### config.mk
export PLATFORM = sky130hd
export DESIGN_NAME = seven_seg_scan_driver
export DESIGN_NICKNAME = d
export VERILOG_FILES = /design/src/rtl/seven_seg_scan_driver.sv
export SDC_FILE = /design/constraint.sdc
export NUM_CORES = 1
export LEC_CHECK = 0
export BUFFER_PORTS_ARGS = -buffer_cell sky130_fd_sc_hd__buf_4
export CORE_UTILIZATION = 50
export CTS_BUF_LIST = sky130_fd_sc_hd__clkbuf_2
export CTS_CLUSTER_DIAMETER = 40
export CTS_CLUSTER_SIZE = 8
export DETAILED_ROUTE_END_ITERATION = 12
export PLACE_DENSITY = 0.78
export SYNTH_ARGS = -nofsm -noshare
export SYNTH_HDL_FRONTEND = slang
export SYNTH_SLANG_ARGS = --single-unit
### constraint.sdc
create_clock -name clk -period 5.85 [get_ports clk]
set_input_delay 1.17 -clock clk [delete_from_list [all_inputs] [get_ports clk]]
set_output_delay 1.17 -clock clk [all_outputs]
set_load 0.02 [all_outputs]
### src/rtl/seven_seg_scan_driver.sv
// Time-multiplexed N-digit seven-segment scan driver with frame-synchronous shadow.
// Optional blink feature enabled by defining SEVSEG_BLINK_EN.
module seven_seg_scan_driver #(
    parameter int NUM_DIGITS     = 4,
    parameter int REFRESH_DIV    = 50000,
    parameter int DEADTIME       = 8,
    parameter int LZ_BLANK       = 1,
    parameter int SEG_ACTIVE_LOW = 1,
    parameter int AN_ACTIVE_LOW  = 1
`ifdef SEVSEG_BLINK_EN
    ,
    parameter int BLINK_FRAMES   = 64
`endif
) (
    input  logic                    clk,
    input  logic                    rst,
    input  logic [4*NUM_DIGITS-1:0] value_in,
    input  logic [NUM_DIGITS-1:0]   dp_in,
    input  logic                    load,
`ifdef SEVSEG_BLINK_EN
    input  logic [NUM_DIGITS-1:0]   blink_in,
`endif
    output logic [6:0]              seg_out,
    output logic                    dp_out,
    output logic [NUM_DIGITS-1:0]   an_out,
    output logic                    frame_done
);

    localparam int   DIV_W  = (REFRESH_DIV > 1) ? $clog2(REFRESH_DIV) : 1;
    localparam int   IDX_W  = (NUM_DIGITS > 1) ? $clog2(NUM_DIGITS) : 1;
    localparam logic SEG_POL = (SEG_ACTIVE_LOW != 0);
    localparam logic AN_POL  = (AN_ACTIVE_LOW != 0);

    logic [DIV_W-1:0]          r_div_cnt;
    logic [IDX_W-1:0]          r_digit_idx;
    logic [4*NUM_DIGITS-1:0]   r_act_val;
    logic [NUM_DIGITS-1:0]     r_act_dp;
    logic [4*NUM_DIGITS-1:0]   r_pend_val;
    logic [NUM_DIGITS-1:0]     r_pend_dp;
    logic                      r_pend_vld;
    logic [6:0]                r_seg;
    logic                      r_dp;
    logic [NUM_DIGITS-1:0]     r_an;
    logic                      r_frame_done;

    logic                      w_slot_end;
    logic                      w_last_digit;
    logic                      w_frame_end;
    logic                      w_dead;
    logic [3:0]                w_nibble;
    logic [NUM_DIGITS-1:0]     w_blank;
    logic                      w_hz;
    logic [NUM_DIGITS-1:0]     w_dark;
    logic [NUM_DIGITS-1:0]     w_an_pre;
    logic [6:0]                w_seg_pre;
    logic                      w_dp_pre;

    function automatic logic [6:0] f_decode(input logic [3:0] n);
        case (n)
            4'h0:    f_decode = 7'h7E;
            4'h1:    f_decode = 7'h30;
            4'h2:    f_decode = 7'h6D;
            4'h3:    f_decode = 7'h79;
            4'h4:    f_decode = 7'h33;
            4'h5:    f_decode = 7'h5B;
            4'h6:    f_decode = 7'h5F;
            4'h7:    f_decode = 7'h70;
            4'h8:    f_decode = 7'h7F;
            4'h9:    f_decode = 7'h7B;
            4'hA:    f_decode = 7'h77;
            4'hB:    f_decode = 7'h1F;
            4'hC:    f_decode = 7'h4E;
            4'hD:    f_decode = 7'h3D;
            4'hE:    f_decode = 7'h4F;
            default: f_decode = 7'h47;
        endcase
    endfunction

    assign w_slot_end   = (r_div_cnt == DIV_W'(REFRESH_DIV - 1));
    assign w_last_digit = (r_digit_idx == IDX_W'(NUM_DIGITS - 1));
    assign w_frame_end  = w_slot_end && w_last_digit;
    assign w_dead       = (r_div_cnt < DIV_W'(DEADTIME));
    assign w_nibble     = r_act_val[{r_digit_idx, 2'b00} +: 4];

    // A digit is a leading zero when it and every higher nibble are zero
    always_comb begin
        w_blank = '0;
        w_hz    = 1'b1;
        for (int i = NUM_DIGITS - 1; i >= 0; i--) begin
            w_hz = w_hz & (r_act_val[i*4 +: 4] == 4'h0);
            if (i > 0 && LZ_BLANK != 0) begin
                w_blank[i] = w_hz;
            end
        end
    end

`ifdef SEVSEG_BLINK_EN
    localparam int BLK_W = (BLINK_FRAMES > 1) ? $clog2(BLINK_FRAMES) : 1;
    logic [BLK_W-1:0] r_blink_cnt;
    logic             r_blink_phase;

    // Blink phase flips every BLINK_FRAMES frame boundaries, starting visible
    always_ff @(posedge clk) begin
        if (rst) begin
            r_blink_cnt   <= '0;
            r_blink_phase <= 1'b1;
        end else if (w_frame_end) begin
            if (r_blink_cnt == BLK_W'(BLINK_FRAMES - 1)) begin
                r_blink_cnt   <= '0;
                r_blink_phase <= ~r_blink_phase;
            end else begin
                r_blink_cnt <= r_blink_cnt + 1'b1;
            end
        end
    end

    assign w_dark = r_blink_phase ? '0 : blink_in;
`else
    assign w_dark = '0;
`endif

    // Pre-polarity pin values for the digit currently in its slot
    always_comb begin
        w_an_pre  = w_dead ? '0 : (NUM_DIGITS'(1) << r_digit_idx);
        w_seg_pre = f_decode(w_nibble);
        w_dp_pre  = r_act_dp[r_digit_idx];
        if (w_blank[r_digit_idx] || w_dark[r_digit_idx]) begin
            w_seg_pre = 7'h00;
        end
        if (w_dark[r_digit_idx]) begin
            w_dp_pre = 1'b0;
        end
    end

    // Divider, digit scan, pending capture and frame-boundary handover
    always_ff @(posedge clk) begin
        if (rst) begin
            r_div_cnt   <= '0;
            r_digit_idx <= '0;
            r_act_val   <= '0;
            r_act_dp    <= '0;
            r_pend_val  <= '0;
            r_pend_dp   <= '0;
            r_pend_vld  <= 1'b0;
        end else begin
            if (w_slot_end) begin
                r_div_cnt   <= '0;
                r_digit_idx <= w_last_digit ? '0 : r_digit_idx + 1'b1;
            end else begin
                r_div_cnt <= r_div_cnt + 1'b1;
            end
            if (w_frame_end && load) begin
                r_act_val  <= value_in;
                r_act_dp   <= dp_in;
                r_pend_vld <= 1'b0;
            end else if (w_frame_end && r_pend_vld) begin
                r_act_val  <= r_pend_val;
                r_act_dp   <= r_pend_dp;
                r_pend_vld <= 1'b0;
            end else if (load) begin
                r_pend_val <= value_in;
                r_pend_dp  <= dp_in;
                r_pend_vld <= 1'b1;
            end
        end
    end

    // Registered pins, polarity applied last
    always_ff @(posedge clk) begin
        if (rst) begin
            r_an         <= {NUM_DIGITS{AN_POL}};
            r_seg        <= {7{SEG_POL}};
            r_dp         <= SEG_POL;
            r_frame_done <= 1'b0;
        end else begin
            r_an         <= w_an_pre ^ {NUM_DIGITS{AN_POL}};
            r_seg        <= w_seg_pre ^ {7{SEG_POL}};
            r_dp         <= w_dp_pre ^ SEG_POL;
            r_frame_done <= w_frame_end;
        end
    end

    assign an_out     = r_an;
    assign seg_out    = r_seg;
    assign dp_out     = r_dp;
    assign frame_done = r_frame_done;

endmodule

## After elaboration in Yosys (flattened, before gate mapping)

Memory sizes are Yosys's and may differ from the RTL's.
Index checks and enable logic that the tools add are counted.

- Add/subtract/negate cells: 2
- $lt $le $gt $ge: 2
- Equality and inequality tests: 2
- Shift operators: 2
- Mux-type cells: 14
- Bitwise operators: 7
- Reduce and logical (&&, ||, !) cells: 11

Operators with widths:

| cell | count |
|---|---|
| 2-to-1 mux 16 bit | 2 |
| adder 16 x 1 -> 16 bit, second input constant | 1 |
| == test 16 bit, second input constant | 1 |
| less-than comparator 16 x 4 -> 1 bit, second input constant | 1 |
| variable part select 16 x 5 -> 4 bit | 1 |
| zero test 4 bit | 3 |
| 2-to-1 mux 4 bit | 3 |
| 2-to-1 mux 7 bit | 1 |
| inverter 7 bit | 1 |
| binary-select mux 1 bit (select 2 bit) | 3 |
| 2-to-1 mux 1 bit | 4 |
| inverter 4 bit | 1 |
| << shifter 1 x 2 -> 4 bit, first input constant | 1 |
| logical AND 1 bit | 3 |
| less-than comparator 2 x 3 -> 1 bit, second input constant | 1 |
| inverter 1 bit | 3 |
| AND reduction 3 bit | 1 |
| OR reduction 3 bit | 1 |
| adder 2 x 1 -> 2 bit, second input constant | 1 |
| bitwise AND 1 bit | 2 |
| == test 2 bit, second input constant | 1 |
| 2-to-1 mux 2 bit | 1 |
| nonzero test 2 bit | 1 |
| OR reduction 2 bit | 1 |
| logical OR 1 bit | 1 |

- Flip-flop bits (word level): 72
- Memory bits (read-only): 112
- Logic and storage cells: 52
- Memories: 1

Memory list:

| name | words | width | rd ports | clocked after memory_dff | wr ports | RTL line | source |
|---|---|---|---|---|---|---|---|
| (name not given) | 16 | 7 | 1 | 0 | 0 | 59 | `case (n)` |

## Logic depth before layout (Yosys ltp)

Gate-level depths: netlist of the first run.

- Depth after elaboration: 8
- Mapped depth: 7
- Mapped depth without buffers: 6

## Least setup slack after synthesis of the first run

Ideal clock, no wire load.

- Path type: reg2reg
- From: reg r_digit_idx[0]
- To: reg r_seg[6] (netlist: seg_out[6])
- Data arrival time: 1922 ps
- Required time: 5763 ps
- Path slack: 3841 ps
- Stages on the path, launching flop included: 8
- Path buffers: 1
- Period minus slack after synthesis: 2009 ps
- Path through: dfxtp_1 -> clkbuf_8 -> mux4_2 -> inv_1 -> ha_1 -> nor2_1 -> a22o_1 -> o31ai_1

- Cells in the longest elaborated chain, start to end: 5
- Elaborated cells between the ends (all ways): 9

RTL lines:

| item | RTL line | source |
|---|---|---|
| start: declaration | 35 | `logic [IDX_W-1:0] r_digit_idx;` |
| start signal: assignment | 148 | `r_digit_idx <= w_last_digit ? '0 : r_digit_idx + 1'b1;` |
| branches (longest 3 deep; another with memory read (16 x 7 bit)) | -- |  |
| 2-to-1 mux 7 bit * | 127 | `if (w_blank[r_digit_idx] \|\| w_dark[r_digit_idx]) begin` |
| inverter 7 bit (no line) * | -- |  |
| end signal: assignment | 172 | `r_seg <= {7{SEG_POL}};` |
| end signal: assignment | 177 | `r_seg <= w_seg_pre ^ {7{SEG_POL}};` |
| end: declaration | 41 | `logic [6:0] r_seg;` |

Every way passes the cells marked *. The select of a mux whose other input is x is not followed.
A chain may end at the register's enable or synchronous reset.

## Worst setup path in the final report of the first run

- From: reg r_digit_idx[0]
- To: reg r_act_val[0]

- Cells in the longest elaborated chain, start to end: 4
- Elaborated cells between the ends (all ways): 6

RTL lines:

| item | RTL line | source |
|---|---|---|
| == test 2 bit * | 80 | `assign w_last_digit = (r_digit_idx == IDX_W'(NUM_DIGITS - 1));` |
| logical AND 1 bit * | 81 | `assign w_frame_end = w_slot_end && w_last_digit;` |
| logical AND 1 bit, on equally long branches | 152, 156 |  |
| 2-to-1 mux 16 bit / nonzero test 2 bit (equally long branches) | -- |  |
| end signal: assignment | 153 | `r_act_val <= value_in;` |
| end signal: assignment | 157 | `r_act_val <= r_pend_val;` |
| end: declaration | 36 | `logic [4*NUM_DIGITS-1:0] r_act_val;` |

Mark *: on every way between the ends. The rest lies on a longest branch, timed or not.

==> reports/results.ini, run 1 <==
[floorplanning]
start_util_pct=53.0
rows=29
ios=36
core_area_um2=6530
die_w_um=85.2
dieArea_um2=7260
die_h_um=85.2

[grt]
grt_pass1_vias=2744
top_usage_layer=met2
use_met2_pct=33.6
grt_use_total_pct=22.0
grt_util_met3_pct=4.09
grt_use_met1_pct=29.7
grt_overflow=0
grt_pass1_wl_um=12800
antenna_found_initial=0
grt_start_max_net_pins=55

[cells_and_area]
n_antenna_cell=0
fin_area_um2=3830
seq_area_um2=1440
nNetsFinal=457
layout-drive-gt1-share_pct=17.1
multiInputGateArea_um2=1790
fillerInstances=610
stdcell_count=505
utilization_pct=58.6
area_growth_pct=10.7

[cts]
htree_levels=3
clk_latency_ns=0.51
cts_tree=yes
ctsResizeCount=0
cts-buffers-inserted=9
clock-sinks=72
cts_setup_buffers=0
clockRootBuffer=clkbuf_2
clock_path_buffers=2
postCtsHoldBufs=0
path_clk_slew_ns=0.19

[sta]
finalClockSkew_ns=0.0233
relSlewSlack_pct=37.2
tightest_slew_ns=0.941
rsz0062_at_grt=no
fmax_ghz=0.373
setup_violations=0
slew_violations=0
timing.setup.tns_ns=0
hold_viol=0
period_needed_ns=2.68
timing.final.crit_share_pct=45.8

[yosys]
syn-cell-area_um2=3460
yosysTopAreaCell=dfxtp_1
synth.ff_latch_count=72
yosys_warnings=0
syn_inst=404
yosysUniqueCellTypes=43
yosysSeqAreaShare_pct=41.6
synth-main-ff-cell=dfxtp_1
syn_nets=438
synth.avg_cell_area_um2=8.57
synthArstFlopShare_pct=0
synth_edf_count=0
yosysTopAreaCellShare_pct=41.6
synth_area_leaders=dfxtp_1 (42%), a21oi_1 (6.5%), nor3_1 (4.5%)

[place]
placed_area_um2=3690
dp_hpwl_um=5060
gp_congestion=0.829
io_buffers=35
dp_cells=489

[setup_path]
cp-end-kind=flop
crit_arrival_ns=3.09
crit_type=reg -> reg
crit_path_max_fanout=42
start_kind=flop
critPathRequiredTime_ns=6.26
ff2ff_setup_slack_ns=3.17

[detailed_routing]
wire_per_inst_um=15.0
drtIter0Drc=231
wl_um=7600
via_per_inst=6.07
ant_nets=0
vias=3067
dr.pass1.iters=4
drc=0

[pwr]
p_leak_nw=1.37
peakVddDrop_uv=134
pwr_density_cell_nw_per_um2=233

[min_path]
hold_path.class=reg -> reg

[run]
drv_cap=0

[status]
status=complete, no violations

## sequential cells by signal (all words and copies together), names as in the netlist, 2 cells and up
signal	cells
r_digit_idx	2
r_act_dp	4
seg_out	7
r_pend_val	16
an_out	4
r_div_cnt	16
r_act_val	16
r_pend_dp	4
## final timing paths
| path | startpoint | endpoint | cells after the start |
|---|---|---|---|
| hold / removal | r_div_cnt[0] | r_div_cnt[0] | 1 |
| hold reg to reg | r_div_cnt[0] | r_div_cnt[0] | 1 |
| setup reg to reg | r_digit_idx[0] | r_act_val[0] | 6 |
| setup / recovery | r_digit_idx[0] | r_act_val[0] | 6 |
## layer usage
metal	part of all wire, %	wire length [µm]
met5	0	0
met3	6.0	458
met1	46	3500
met2	46	3490
met4	1.9	145
## Yosys cell counts, types with 2 or more instances
cell type and number:
o31ai_1 3, o221a_2 7, mux2_2 4, mux2i_1 5, nor3_1 31, mux4_2 4, and3_1 2, ha_1 11
nand2b_1 2, nand2_1 13, xnor2_1 7, clkbuf_1 21, a21oi_1 45, xor2_1 6, nor4_1 19, or4_1 6
and4_2 2, and4_1 2, nand3_1 30, clkbuf_8 3, a211oi_1 3, buf_2 3, nand4_1 3, or4_4 2
inv_1 23, dfxtp_1 72, o221ai_1 3, o21ai_0 24, a31oi_1 8, nor2_1 27
## power by group
group / internal [mW] / total (mW) / switching, mW / leakage [nW]
registers: 0.503 / 0.512 / 0.00827 / 0.587
clock network: 0.142 / 0.325 / 0.183 / 0.0858
logic: 0.0236 / 0.0578 / 0.0343 / 0.694
## per-stage QoR
step	setup WS [ns]	hold WS (ns)	total power [mW]
floorplan	3.84	0.418	0.555
global placement	2.86	0.428	0.576
detailed placement	2.77	0.442	0.579
CTS	3.19	0.469	0.901
global route	2.96	0.502	0.931
finish	3.17	0.467	0.894
## layout by cell type, fill, tap and decap left out, types with 5 or more instances in the layout
cell / instances
dfxtp_1: 72
a21oi_1: 45
buf_4: 37
nor3_1: 31
nand3_1: 30
nor2_1: 27
o21ai_0: 24
inv_1: 23
nor4_1: 19
nand2_1: 13
ha_1: 11
clkbuf_2: 9
a31oi_1: 8
xnor2_1: 7
o221a_2: 7
xor2_1: 6
or4_1: 6
mux2i_1: 5
## final cells by class
cell class	instances	share of cell area (%)
multi-input combinational	280	46.7
sequential	72	37.6
timing repair buffer	37	7.25
clock inverter	7	2.52
tap	77	2.52
inverter	23	2.25
clock buffer	9	1.18
## critical path: stages (launching register included)
cell	delay, ns
dfxtp_1	0.74
ha_1	0.29
nor4b_1	0.37
and4_1	0.24
buf_4	0.35
nand2_1	0.28
o221a_2	0.33
## kinds of logic after synthesis
group / Yosys count / share of synthesized area [%]
compound gates: 97 / 16.7
buf+inv: 52 / 6.72
flops: 72 / 41.6
simple gates: 146 / 22.3
mux: 13 / 5.35
fa+ha+maj: 11 / 3.98
xor+xnor: 13 / 3.29
No activity file was read; power rests on OpenSTA's default activity.
==> inputs of run 2 (changes only) <==
==> constraint.sdc (replaced) <==
create_clock -name clk -period 2.7 [get_ports clk]
set_input_delay 0.54 -clock clk [delete_from_list [all_inputs] [get_ports clk]]
set_output_delay 0.54 -clock clk [all_outputs]
set_load 0.02 [all_outputs]
==> reports/results.ini, run 2 (same netlist as run 1, synthesis figures left out) <==
[detailed_routing]
wl_um=7470  ; -1.7%
drc=0  ; unchanged
drtIter0Drc=359  ; +55%
via_per_inst=6.00  ; -1.2%
dr.pass1.iters=5  ; +1
vias=3054  ; -0.42%
wire_per_inst_um=14.7  ; -2.5%
ant_nets=0  ; unchanged

[cells_and_area]
nNetsFinal=461  ; +0.88%
largestRegisters=r_act_val (16), r_div_cnt (16), r_pend_val (16)
n_antenna_cell=0  ; unchanged
fin_area_um2=3860  ; +0.75%
layout-drive-gt1-share_pct=17.6  ; +0.54 points
mostFrequentLayoutCells=dfxtp_1 (72), a21oi_1 (45), buf_4 (41)
area_growth_pct=11.5
fillerInstances=594  ; -2.6%
layout_commonest_cell=dfxtp_1
utilization_pct=59.1  ; +0.44 points

[grt]
grt_use_total_pct=21.6  ; -0.44 points
grt_start_max_net_pins=55  ; unchanged
grt_overflow=0  ; unchanged
antenna_found_initial=0  ; unchanged
grt_pass1_wl_um=12500  ; -2.5%
grt_pass1_vias=2658  ; -3.1%

[min_path]
hold_path.class=in -> reg

[sta]
period_needed_ns=2.27  ; -0.407 ns
finalClockSkew_ns=0.0338  ; +0.0105 ns
slew_violations=0  ; unchanged
timing.setup.tns_ns=0  ; unchanged
tightest_slew_ns=0.716  ; -0.225 ns
rsz0062_at_grt=no
timing.final.crit_share_pct=84.2  ; +38 points
relSlewSlack_pct=51.9  ; +15 points
hold_viol=0  ; unchanged
setup_violations=0  ; unchanged
fmax_ghz=0.440  ; +18%

[pwr]
combinationalPowerShare_pct=6.5  ; about the same
p_int_mw=1.45  ; +120%
pwr-share-clk_pct=36.2  ; about the same
peakVddDrop_uv=263  ; +96%
power_switching_mw=0.480  ; +110%
p_leak_nw=1.39  ; +1.4%
sequentialPowerShare_pct=57.3  ; about the same
netSwitchingFraction_pct=24.9  ; -0.31 points
pwr_density_cell_nw_per_um2=501  ; +110%

[setup_path]
crit_arrival_ns=2.70  ; -0.39 ns
start_kind=flop
crit_path_max_fanout=8  ; -81%
critPathRequiredTime_ns=3.12  ; -3.14 ns
crit_type=reg -> reg
cp-end-kind=flop
critical-path-slowest-cell=mux4_2
critPathMaxStageDelay_ns=0.60  ; -0.14 ns
crit_chain=buf_4 > mux4_2 > inv_1 > ha_1 > nor2_1 > a22o_1 > o31ai_1

[floorplanning]
die_w_um=85.2  ; unchanged
dieArea_um2=7260  ; unchanged
die_h_um=85.2  ; unchanged
ios=36  ; unchanged
rows=29  ; unchanged
core_area_um2=6530  ; unchanged
start_util_pct=53.0  ; unchanged

[cts]
ctsResizeCount=0  ; unchanged
clk_latency_ns=0.50  ; about the same
clockRootBuffer=clkbuf_2
path_clk_slew_ns=0.22  ; +0.03 ns
htree_levels=3  ; unchanged
cts-buffers-inserted=9  ; unchanged
clock_path_buffers=2  ; unchanged
postCtsHoldBufs=0  ; unchanged
cts_setup_buffers=0  ; unchanged
clock-sinks=72  ; unchanged
cts_tree=yes

[place]
gp_congestion=0.865  ; +4.4%
dp_hpwl_um=4920  ; -2.7%
placed_area_um2=3720  ; +0.81%
io_buffers=35  ; unchanged

[status]
status=complete, no violations

[run]
drv_cap=0  ; unchanged

-- run 2: cell count changes in the layout (fill, tap and decap cells not counted) --
cell,before,now
buf_4,37,41
inv_6,0,1
clkinv_2,2,1
clkinv_1,0,1
clkinv_4,3,2
-- run 2: power by group through the flow --
| stage | Combinational [mW] | Clock [mW] | Sequential, mW |
|---|---|---|---|
| after CTS | 0.126 | 0.713 | 1.11 |
| after global placement | 0.122 | 0 | 1.13 |
| after global routing | 0.138 | 0.769 | 1.11 |
| after floorplan | 0.0751 | 0 | 1.13 |
| after detailed placement | 0.125 | 0 | 1.13 |
| final | 0.125 | 0.699 | 1.11 |
-- run 2: worst max-delay path: cells and delay by family (launching register included) --
family | cells | cell delay (ns)
buf+inv | 2 | 0.37
fa+ha+maj | 1 | 0.27
flops | 1 | 0.46
compound gates | 2 | 0.44
simple gates | 1 | 0.07
mux | 1 | 0.60
-- run 2: layout make-up --
cell class	instances	area, µm²	area share (%)
Clock inverter	7	95.1	2.46
Timing Repair Buffer	41	308	7.98
Tap cell	77	96.3	2.50
Inverter	23	86.3	2.24
Sequential cell	72	1440	37.4
Clock buffer	9	45.0	1.17
Multi-Input combinational cell	280	1790	46.3
-- run 2: final timing paths --
path	start	to	slack [ns]	cells after the start
min reg2reg	r_div_cnt[0]	r_div_cnt[0]	0.47	1
max reg2reg	r_digit_idx[0]	seg_out[6]	0.43	7
max	r_digit_idx[0]	seg_out[6]	0.43	7
min	value_in[3]	r_pend_val[3]	0.27	3
-- run 2: per-stage QoR --
step           total power, mW  hold WS (ns)  worst slack, ns  instances
5_1_grt                   2.02         0.214            0.261        509
2_1_floorplan             1.20         0.418            0.691        404
4_1_cts                   1.95         0.247            0.423        509
3_3_place_gp              1.25         0.430            0.589        493
3_5_place_dp              1.25         0.443            0.467        493
6_report                  1.93         0.269            0.428        509
-- run 2: layer usage --
metal,up-vias,track usage (%),part of all wire [%]
met5,-,0,0
met4,0,9.09,0.68
met3,6,4.38,4.9
met2,76,32.0,46
met1,1455,30.5,48
li1,1517,-,-
